File: config.mk
export PLATFORM = sky130hd
export DESIGN_NAME = ysyx_exu_csr_seq_flat
export DESIGN_NICKNAME = d
export VERILOG_FILES = /design/src/rtl/ysyx_exu_csr_seq_if.sv /design/src/rtl/ysyx_exu_csr_seq.sv /design/src/flat_wrapper.sv
export SDC_FILE = /design/constraint.sdc
export NUM_CORES = 1
export LEC_CHECK = 0
export BUFFER_PORTS_ARGS = -buffer_cell sky130_fd_sc_hd__buf_2
export CELL_PAD_IN_SITES_DETAIL_PLACEMENT = 0
export CELL_PAD_IN_SITES_GLOBAL_PLACEMENT = 1
export CORE_ASPECT_RATIO = 0.75
export CORE_MARGIN = 10
export CORE_UTILIZATION = 34
export CTS_CLUSTER_SIZE = 28
export DETAILED_ROUTE_END_ITERATION = 8
export GPL_TIMING_DRIVEN = 0
export PLACE_DENSITY_LB_ADDON = 0.3
export SLEW_MARGIN = 0
export SYNTH_ARGS = -nofsm -noshare
export SYNTH_HDL_FRONTEND = slang
export SYNTH_SLANG_ARGS = --single-unit
export TNS_END_PERCENT = 1
File: constraint.sdc
create_clock -name clk -period 6.94 [get_ports clk]
set_clock_uncertainty 0.1 [all_clocks]
set_input_delay 1.388 -clock clk [delete_from_list [all_inputs] [get_ports clk]]
set_output_delay 1.388 -clock clk [all_outputs]
set_load 0.05 [all_outputs]
File: src/rtl/ysyx_exu_csr_seq_if.sv
// rtl/ysyx_exu_csr_seq_if.sv - IDU/CSR-file/WBU signal bundle for the CSR sequencer
interface ysyx_exu_csr_seq_if #(
   parameter int XLEN = 32
);
   logic            in_valid;
   logic            in_ready;
   logic [XLEN-1:0] in_pc;
   logic [1:0]      in_sys;
   logic [2:0]      in_op;
   logic [11:0]     in_csr_addr;
   logic [XLEN-1:0] in_rs1_val;
   logic [4:0]      in_rs1_idx;
   logic [4:0]      in_rd;
   logic [11:0]     csr_addr;
   logic [XLEN-1:0] csr_rdata;
   logic [XLEN-1:0] csr_mtvec;
   logic [XLEN-1:0] csr_mepc;
   logic            csr_wen;
   logic            csr_exu_valid;
   logic            csr_ecallen;
   logic [11:0]     csr_waddr_add1;
   logic [XLEN-1:0] csr_wdata;
   logic [XLEN-1:0] csr_wdata_add1;
   logic            out_valid;
   logic            out_ready;
   logic [4:0]      out_rd;
   logic [XLEN-1:0] out_data;
   logic            out_redirect;
   logic [XLEN-1:0] out_npc;
   logic            out_illegal;

   modport slave (
      input  in_valid, in_pc, in_sys, in_op, in_csr_addr, in_rs1_val, in_rs1_idx, in_rd,
      input  csr_rdata, csr_mtvec, csr_mepc, out_ready,
      output in_ready, csr_addr, csr_wen, csr_exu_valid, csr_ecallen, csr_waddr_add1,
      output csr_wdata, csr_wdata_add1, out_valid, out_rd, out_data, out_redirect,
      output out_npc, out_illegal
   );

   modport master (
      output in_valid, in_pc, in_sys, in_op, in_csr_addr, in_rs1_val, in_rs1_idx, in_rd,
      output csr_rdata, csr_mtvec, csr_mepc, out_ready,
      input  in_ready, csr_addr, csr_wen, csr_exu_valid, csr_ecallen, csr_waddr_add1,
      input  csr_wdata, csr_wdata_add1, out_valid, out_rd, out_data, out_redirect,
      input  out_npc, out_illegal
   );
endinterface

File: src/rtl/ysyx_exu_csr_seq.sv
// rtl/ysyx_exu_csr_seq.sv - IDLE/READ/WRITE/RESP sequencer for CSR, ECALL and MRET instructions
module ysyx_exu_csr_seq #(
   parameter int              XLEN         = 32,
   parameter logic [XLEN-1:0] MCAUSE_ECALL = XLEN'(11)
) (
   input logic                clk,
   input logic                rst,
   ysyx_exu_csr_seq_if.slave  bus
);
   typedef enum logic [1:0] {IDLE, READ, WRITE, RESP} state_t;

   state_t          state_q;
   logic [1:0]      sys_q;
   logic [2:0]      op_q;
   logic [XLEN-1:0] pc_q, rs1_val_q;
   logic [4:0]      rs1_idx_q, rd_q;
   logic [11:0]     csr_addr_q, waddr_add1_q;
   logic            in_ready_q, wen_q, exu_valid_q, ecallen_q;
   logic [XLEN-1:0] wdata_q, wdata_add1_q;
   logic            out_valid_q, redirect_q, illegal_q;
   logic [4:0]      out_rd_q;
   logic [XLEN-1:0] out_data_q, npc_q;

   logic            wen_d, ecallen_d, redirect_d, illegal_d, wr_op, csr_rw, csr_ro;
   logic [11:0]     waddr_add1_d;
   logic [XLEN-1:0] src, new_val, wdata_d, wdata_add1_d, out_data_d, npc_d;
   logic [4:0]      out_rd_d;

   // Decode of the latched instruction against the CSR values read in READ.
   always_comb begin
      src          = op_q[2] ? {{(XLEN-5){1'b0}}, rs1_idx_q} : rs1_val_q;
      wr_op        = (op_q[1:0] == 2'b01) || (rs1_idx_q != 5'd0);
      csr_rw       = (csr_addr_q == 12'h300) || (csr_addr_q == 12'h305) ||
                     (csr_addr_q == 12'h341) || (csr_addr_q == 12'h342);
      csr_ro       = (csr_addr_q == 12'hF11) || (csr_addr_q == 12'hF12);
      new_val      = src;
      wen_d        = 1'b0;
      ecallen_d    = 1'b0;
      redirect_d   = 1'b0;
      illegal_d    = 1'b0;
      waddr_add1_d = 12'h000;
      wdata_d      = '0;
      wdata_add1_d = '0;
      out_data_d   = '0;
      npc_d        = '0;
      out_rd_d     = 5'd0;
      case (op_q[1:0])
         2'b10:   new_val = bus.csr_rdata | src;
         2'b11:   new_val = bus.csr_rdata & ~src;
         default: new_val = src;
      endcase
      case (sys_q)
         2'b00: begin
            if (!(csr_rw || csr_ro) || op_q[1:0] == 2'b00 || (csr_ro && wr_op)) begin
               illegal_d = 1'b1;
            end else begin
               wen_d      = wr_op;
               wdata_d    = new_val;
               out_rd_d   = rd_q;
               out_data_d = bus.csr_rdata;
            end
         end
         2'b01: begin
            wen_d        = 1'b1;
            ecallen_d    = 1'b1;
            wdata_d      = pc_q;
            waddr_add1_d = 12'h342;
            wdata_add1_d = MCAUSE_ECALL;
            redirect_d   = 1'b1;
            npc_d        = bus.csr_mtvec;
         end
         2'b10: begin
            redirect_d = 1'b1;
            npc_d      = bus.csr_mepc;
         end
         default: illegal_d = 1'b1;
      endcase
   end

   always_ff @(posedge clk or posedge rst) begin
      if (rst) begin
         state_q      <= IDLE;
         sys_q        <= 2'b00;
         op_q         <= 3'b000;
         pc_q         <= '0;
         rs1_val_q    <= '0;
         rs1_idx_q    <= 5'd0;
         rd_q         <= 5'd0;
         csr_addr_q   <= 12'h000;
         in_ready_q   <= 1'b1;
         wen_q        <= 1'b0;
         exu_valid_q  <= 1'b0;
         ecallen_q    <= 1'b0;
         waddr_add1_q <= 12'h000;
         wdata_q      <= '0;
         wdata_add1_q <= '0;
         out_valid_q  <= 1'b0;
         out_rd_q     <= 5'd0;
         out_data_q   <= '0;
         redirect_q   <= 1'b0;
         npc_q        <= '0;
         illegal_q    <= 1'b0;
      end else begin
         case (state_q)
            IDLE: if (bus.in_valid) begin
               sys_q      <= bus.in_sys;
               op_q       <= bus.in_op;
               pc_q       <= bus.in_pc;
               rs1_val_q  <= bus.in_rs1_val;
               rs1_idx_q  <= bus.in_rs1_idx;
               rd_q       <= bus.in_rd;
               csr_addr_q <= (bus.in_sys != 2'b00) ? 12'h341 : bus.in_csr_addr;
               in_ready_q <= 1'b0;
               state_q    <= READ;
            end
            READ: begin
               exu_valid_q  <= 1'b1;
               wen_q        <= wen_d;
               ecallen_q    <= ecallen_d;
               wdata_q      <= wdata_d;
               waddr_add1_q <= waddr_add1_d;
               wdata_add1_q <= wdata_add1_d;
               out_rd_q     <= out_rd_d;
               out_data_q   <= out_data_d;
               redirect_q   <= redirect_d;
               npc_q        <= npc_d;
               illegal_q    <= illegal_d;
               state_q      <= WRITE;
            end
            WRITE: begin
               exu_valid_q <= 1'b0;
               wen_q       <= 1'b0;
               ecallen_q   <= 1'b0;
               out_valid_q <= 1'b1;
               state_q     <= RESP;
            end
            RESP: if (bus.out_ready) begin
               out_valid_q <= 1'b0;
               in_ready_q  <= 1'b1;
               state_q     <= IDLE;
            end
            default: state_q <= IDLE;
         endcase
      end
   end

   assign bus.in_ready       = in_ready_q;
   assign bus.csr_addr       = csr_addr_q;
   assign bus.csr_wen        = wen_q;
   assign bus.csr_exu_valid  = exu_valid_q;
   assign bus.csr_ecallen    = ecallen_q;
   assign bus.csr_waddr_add1 = waddr_add1_q;
   assign bus.csr_wdata      = wdata_q;
   assign bus.csr_wdata_add1 = wdata_add1_q;
   assign bus.out_valid      = out_valid_q;
   assign bus.out_rd         = out_rd_q;
   assign bus.out_data       = out_data_q;
   assign bus.out_redirect   = redirect_q;
   assign bus.out_npc        = npc_q;
   assign bus.out_illegal    = illegal_q;
endmodule
File: src/flat_wrapper.sv
// flat-port wrapper written by rule: the top's interface ports become plain ports
module ysyx_exu_csr_seq_flat 
#(
   parameter int              XLEN         = 32,
   parameter logic [XLEN-1:0] MCAUSE_ECALL = XLEN'(11)
)
  (clk, rst, bus_in_valid, bus_in_pc, bus_in_sys, bus_in_op, bus_in_csr_addr, bus_in_rs1_val, bus_in_rs1_idx, bus_in_rd, bus_csr_rdata, bus_csr_mtvec, bus_csr_mepc, bus_out_ready, bus_in_ready, bus_csr_addr, bus_csr_wen, bus_csr_exu_valid, bus_csr_ecallen, bus_csr_waddr_add1, bus_csr_wdata, bus_csr_wdata_add1, bus_out_valid, bus_out_rd, bus_out_data, bus_out_redirect, bus_out_npc, bus_out_illegal);
  ysyx_exu_csr_seq_if #(.XLEN(XLEN)) bus_i ();
  input logic clk;
  input logic rst;
  input wire logic [$bits(bus_i.in_valid)-1:0] bus_in_valid;
  input wire logic [$bits(bus_i.in_pc)-1:0] bus_in_pc;
  input wire logic [$bits(bus_i.in_sys)-1:0] bus_in_sys;
  input wire logic [$bits(bus_i.in_op)-1:0] bus_in_op;
  input wire logic [$bits(bus_i.in_csr_addr)-1:0] bus_in_csr_addr;
  input wire logic [$bits(bus_i.in_rs1_val)-1:0] bus_in_rs1_val;
  input wire logic [$bits(bus_i.in_rs1_idx)-1:0] bus_in_rs1_idx;
  input wire logic [$bits(bus_i.in_rd)-1:0] bus_in_rd;
  input wire logic [$bits(bus_i.csr_rdata)-1:0] bus_csr_rdata;
  input wire logic [$bits(bus_i.csr_mtvec)-1:0] bus_csr_mtvec;
  input wire logic [$bits(bus_i.csr_mepc)-1:0] bus_csr_mepc;
  input wire logic [$bits(bus_i.out_ready)-1:0] bus_out_ready;
  output wire logic [$bits(bus_i.in_ready)-1:0] bus_in_ready;
  output wire logic [$bits(bus_i.csr_addr)-1:0] bus_csr_addr;
  output wire logic [$bits(bus_i.csr_wen)-1:0] bus_csr_wen;
  output wire logic [$bits(bus_i.csr_exu_valid)-1:0] bus_csr_exu_valid;
  output wire logic [$bits(bus_i.csr_ecallen)-1:0] bus_csr_ecallen;
  output wire logic [$bits(bus_i.csr_waddr_add1)-1:0] bus_csr_waddr_add1;
  output wire logic [$bits(bus_i.csr_wdata)-1:0] bus_csr_wdata;
  output wire logic [$bits(bus_i.csr_wdata_add1)-1:0] bus_csr_wdata_add1;
  output wire logic [$bits(bus_i.out_valid)-1:0] bus_out_valid;
  output wire logic [$bits(bus_i.out_rd)-1:0] bus_out_rd;
  output wire logic [$bits(bus_i.out_data)-1:0] bus_out_data;
  output wire logic [$bits(bus_i.out_redirect)-1:0] bus_out_redirect;
  output wire logic [$bits(bus_i.out_npc)-1:0] bus_out_npc;
  output wire logic [$bits(bus_i.out_illegal)-1:0] bus_out_illegal;
  assign bus_i.in_valid = bus_in_valid;
  assign bus_i.in_pc = bus_in_pc;
  assign bus_i.in_sys = bus_in_sys;
  assign bus_i.in_op = bus_in_op;
  assign bus_i.in_csr_addr = bus_in_csr_addr;
  assign bus_i.in_rs1_val = bus_in_rs1_val;
  assign bus_i.in_rs1_idx = bus_in_rs1_idx;
  assign bus_i.in_rd = bus_in_rd;
  assign bus_i.csr_rdata = bus_csr_rdata;
  assign bus_i.csr_mtvec = bus_csr_mtvec;
  assign bus_i.csr_mepc = bus_csr_mepc;
  assign bus_i.out_ready = bus_out_ready;
  assign bus_in_ready = bus_i.in_ready;
  assign bus_csr_addr = bus_i.csr_addr;
  assign bus_csr_wen = bus_i.csr_wen;
  assign bus_csr_exu_valid = bus_i.csr_exu_valid;
  assign bus_csr_ecallen = bus_i.csr_ecallen;
  assign bus_csr_waddr_add1 = bus_i.csr_waddr_add1;
  assign bus_csr_wdata = bus_i.csr_wdata;
  assign bus_csr_wdata_add1 = bus_i.csr_wdata_add1;
  assign bus_out_valid = bus_i.out_valid;
  assign bus_out_rd = bus_i.out_rd;
  assign bus_out_data = bus_i.out_data;
  assign bus_out_redirect = bus_i.out_redirect;
  assign bus_out_npc = bus_i.out_npc;
  assign bus_out_illegal = bus_i.out_illegal;
  ysyx_exu_csr_seq #(.XLEN(XLEN), .MCAUSE_ECALL(MCAUSE_ECALL)) u_core (.clk(clk), .rst(rst), .bus(bus_i));
endmodule
==> results.txt <==
----------------------------------------------------
[Route]
  Number of iterations in the first detailed-routing pass ... 4
  Vias ... around 7.6k
  Routed len/inst ... roughly 21 µm
  ANT nets after route ... 0
  Remaining DRCs ... 0
  Iteration-0 DRC Markers ... roughly 400
  Aggregate routed wire length ... approximately 34 mm
  Per-cell via count in the routed design ... 4.83

[Global routing]
  Maximum number of pins on one net before global-route repair ... 39
  Number of antenna violations at the first check in global routing ... 6
  Total Routing Usage GR ... a little under a fifth
  Number of global-route vias before repair ... approximately 8.0k
  Wire length of the first global-routing pass ... around 50 mm
  Remaining Overflow, GRT ... 0

[Setup path]
  Required time of the critical path ... slightly above 7000 ps
  Arrival time of the worst setup path ... about 3400 ps
  Critical path start-end classification ... input port to register
  Most common cell on crit path ... sky130_fd_sc_hd__clkbuf_1
  Worst-path cell chain ... buf_2, and2_1, clkbuf_1, clkbuf_1, clkbuf_1, o21ai_0
  CP startpoint ... bus_in_valid
  Maximum fanout encountered on the critical timing path ... 10
  Reg-to-Reg Start ... u_core.state_q[0]
  Startpoint types ... input port
  Delay contributed by the slowest stage of the critical path ... 580 ps
  Setup crit end kind ... register
  Critical-path top delay cell ... sky130_fd_sc_hd__clkbuf_1
  Register-to-register setup slack ... about 4000 ps

[Clocking]
  Clock-pin slew reported for the worst setup and hold paths after clock tree synthesis ... 60 ps
  Number of clock sinks ... 202
  Hold buffers post-CTS ... 0
  Number of instances resized during post-cts repair ... 0
  Clock network latency to the later pin of the worst-skew pair ... 520 ps
  Inserted Clock Buffers ... 23
  CTS HTree Levels ... 1
  Root Buffer ... sky130_fd_sc_hd__clkbuf_16
  CTS tree ... yes
  Post-CTS Setup Repair Bufs ... 0
  Number of buffers on the longest clock path ... 3

[Power and ir drop]
  Net switching power ... 3.09 mW
  Leakage power summed over all cells ... 6.33 nW
  Maximum VDD drop ... around 190 µV
  Fraction of power consumed by combinational cells ... 51.2%
  Clock network power share ... between 10% and 20%
  Internal power summed over all cells ... between 3 and 4 mW
  Seq pwr share ... 30.1%
  Power per standard cell area ... slightly above 500 mW/mm²
  Switching part of the total power ... a little under half

[Die]
  Number of primary I/O pins ... 355
  Effective utilization at floorplan ... around a third
  Floorplan die area ... about 0.035 mm²
  Die Ht ... 165 µm
  Die Span X ... between 200 and 250 µm
  Core Rows ... 53
  Total core area ... approximately 0.028 mm²

[Yosys]
  Number of synthesized flops with an enable pin ... 0
  #FFs+latches synth ... ~200
  Seq/Total Area, Yosys ... a little over half
  Post-synth cell types ... 48
  Synthesis warning total ... 0
  Gate count after technology mapping ... a little over 800
  Flip-flop cell with the highest count after synthesis ... sky130_fd_sc_hd__dfrtp_1
  Cell area after technology mapping ... between 0.009 and 0.01 mm²
  Per-instance average area after synthesis ... ~12 µm²
  Post-synth ARST share ... 100%

[Worst hold path]
  Worst hold start ... u_core.bus.out_npc[25]
  Class of the tightest hold or removal check ... register to register

[Finish]
  Area of all placed cells without fillers ... 0.0126 mm²
  Share of post-route cells with drive strength above 1 ... about 44%
  Multi-input gate area ... 0.00374 mm²
  Synth-to-Final Area Change ... 31.8%
  Register area ... roughly 0.005 mm²
  Final-layout fill cell count ... between 2k and 3k
  End-of-flow core utilization ... between 40% and 50%
  Number of nets in the layout ... 1,407

[Placed design]
  Total of buffers placed on input and output ports ... 317
  Post-DP HPWL ... between 20 and 30 mm
  Instance area at placement ... between 0.01 and 0.015 mm²
  Gp weighted congestion ... roughly 0.74

[Timing]
  Headroom to the max-slew limit ... 23.8%
  Total count of hold-check failures in the final report ... 0
  Unrepaired setup endpoints after global routing ... no
  Worst Tran Pin Value ... around 1100 ps
  Post-route clock period utilization ... 45.0%
  Setup TNS after final layout ... 0 ps
  Fmax ... ~320 MHz
  Final count of pins violating max slew ... 0
  Min Tclk post-route ... about 3100 ps
  Worst hold slack after final layout ... 382 ps
  Final number of setup-violating endpoints ... 0

[Outcome]
  Status ... finished clean

[Flow run]
  Max Cap Violations ... 0

----------------------------------------------------
## synth_stat cells (2+ instances only)
library cell / n / share of area [%]
sky130_fd_sc_hd__o2bb2ai_1: 32 / 2.9
sky130_fd_sc_hd__a21oi_1: 35 / 1.8
sky130_fd_sc_hd__dlygate4sd3_1: 2 / 0.21
sky130_fd_sc_hd__a22oi_1: 33 / 2.6
sky130_fd_sc_hd__dfrtp_1: 201 / 53
sky130_fd_sc_hd__buf_6: 7 / 0.82
sky130_fd_sc_hd__buf_4: 44 / 3.5
sky130_fd_sc_hd__mux2i_1: 5 / 0.52
sky130_fd_sc_hd__mux2_2: 46 / 5.4
sky130_fd_sc_hd__o211ai_1: 27 / 2.1
sky130_fd_sc_hd__clkbuf_1: 53 / 2.1
sky130_fd_sc_hd__o21ai_0: 39 / 2.0
sky130_fd_sc_hd__nand2_1: 38 / 1.5
sky130_fd_sc_hd__o22a_1: 4 / 0.37
sky130_fd_sc_hd__a31oi_1: 5 / 0.33
sky130_fd_sc_hd__and3_1: 32 / 2.1
sky130_fd_sc_hd__o31a_1: 27 / 2.5
sky130_fd_sc_hd__nor2_1: 9 / 0.35
sky130_fd_sc_hd__a22o_1: 8 / 0.73
sky130_fd_sc_hd__o2bb2ai_2: 36 / 5.6
sky130_fd_sc_hd__ha_1: 7 / 0.92
sky130_fd_sc_hd__or4_2: 2 / 0.18
sky130_fd_sc_hd__and2_1: 2 / 0.13
sky130_fd_sc_hd__inv_1: 74 / 2.9
sky130_fd_sc_hd__o21ai_2: 32 / 2.9
sky130_fd_sc_hd__nor3_1: 3 / 0.16
## cell families (layout without fill, tap and decap cells)
| group | count (synthesis) | after routing | share of synthesized area, % |
|---|---|---|---|
| and+or+nand+nor | 95 | 95 | 5.27 |
| adders and majority gates | 7 | 7 | 0.915 |
| muxes | 51 | 51 | 5.94 |
| xor gates and xnor gates | 2 | 2 | 0.183 |
| buffers and inverters | 181 | 543 | 9.52 |
| AOI/OAI and AO/OA | 286 | 286 | 25.3 |
| other | 1 | 40 | 0.0392 |
| DFF | 202 | 202 | 52.8 |
## routing by layer
metal | global-route usage [%] | vias to the layer above | share of wire (%)
met5 | 0 | - | 0.080
met4 | 2.83 | 6 | 1.3
met3 | 5.30 | 31 | 6.8
met2 | 28.5 | 196 | 45
met1 | 26.1 | 3742 | 47
li1 | - | 3671 | -
## cell type report
cell class	count	area share, %
clock buffers	30	5.01
plain buffers	107	5.02
clock inverters	9	0.823
inverters	74	2.23
well taps	357	3.54
multi-input cells	478	29.6
repair buffers	323	13.6
flip-flops and latches	202	40.1
diodes	3	0.0595
## power groups by stage
stage / Sequential (mW) / Clock, mW / Combinational [mW]
3_3_place_gp: 1.95 / 0 / 3.32
4_1_cts: 1.95 / 1.24 / 3.37
6_report: 1.95 / 1.21 / 3.32
5_1_grt: 2.01 / 1.29 / 3.59
3_5_place_dp: 1.96 / 0 / 3.36
2_1_floorplan: 2.82 / 0 / 1.55
## placed cells by master, fill, tap and decap left out, types with 4 or more instances in the layout
master and count:
sky130_fd_sc_hd__mux2_2 46, sky130_fd_sc_hd__o21ai_2 32, sky130_fd_sc_hd__dfrtp_1 201, sky130_fd_sc_hd__a22oi_1 33, sky130_fd_sc_hd__conb_1 37, sky130_fd_sc_hd__o2bb2ai_1 32
sky130_fd_sc_hd__clkbuf_1 57, sky130_fd_sc_hd__clkbuf_16 23, sky130_fd_sc_hd__mux2i_1 5, sky130_fd_sc_hd__clkinv_2 4, sky130_fd_sc_hd__inv_1 73, sky130_fd_sc_hd__a22o_1 8
sky130_fd_sc_hd__o21ai_0 39, sky130_fd_sc_hd__o22a_1 4, sky130_fd_sc_hd__o31a_1 27, sky130_fd_sc_hd__nand2_1 38, sky130_fd_sc_hd__buf_6 7, sky130_fd_sc_hd__buf_2 318
sky130_fd_sc_hd__buf_4 44, sky130_fd_sc_hd__buf_12 5, sky130_fd_sc_hd__and3_1 32, sky130_fd_sc_hd__a21oi_1 35, sky130_fd_sc_hd__o2bb2ai_2 36, sky130_fd_sc_hd__nor2_1 9
sky130_fd_sc_hd__a31oi_1 5, sky130_fd_sc_hd__ha_1 7, sky130_fd_sc_hd__o211ai_1 27
## metrics by stage
step                      power [mW]  worst slack [ps]  cells
after floorplan                 4.36              2840    861
after global routing            6.89              3610   1582
after CTS                       6.56              3770   1580
after detailed placement        5.32              3240   1541
final                           6.48              3820   1583
after global placement          5.27              1310   1535
## worst max-delay path, delay by kind of cell
family	cells	cell delay [ps]
buffers and inverters	4	1700
AO/OA/AOI/OAI	1	170
AND/OR/NAND/NOR	1	120
## final timing paths
path	endpoint	cells past startpoint
setup / recovery	u_core.sys_q[1]	6
hold / removal	u_core.bus.out_npc[25]	1
setup reg to reg	u_core.sys_q[1]	7
hold reg to reg	u_core.bus.out_npc[25]	1
max in group asynchronous	u_core.bus.out_npc[24]	7
min in group asynchronous	u_core.pc_q[18]	2
## flip-flops by register name, indices dropped and copies added, names as in the netlist
| register | flops |
|---|---|
| u_core.bus.csr_addr | 12 |
| u_core.bus.csr_ecallen | 1 |
| u_core.bus.csr_exu_valid | 1 |
| u_core.bus.csr_waddr_add1 | 1 |
| u_core.bus.csr_wdata | 32 |
| u_core.bus.csr_wen | 1 |
| u_core.bus.in_ready | 1 |
| u_core.bus.out_data | 32 |
| u_core.bus.out_illegal | 1 |
| u_core.bus.out_npc | 32 |
| u_core.bus.out_rd | 5 |
| u_core.bus.out_redirect | 1 |
| u_core.bus.out_valid | 1 |
| u_core.op_q | 3 |
| u_core.pc_q | 32 |
| u_core.rd_q | 5 |
| u_core.rs1_idx_q | 5 |
| u_core.rs1_val_q | 32 |
| u_core.state_q | 2 |
| u_core.sys_q | 2 |
No activity file was read; power rests on OpenSTA's default activity.
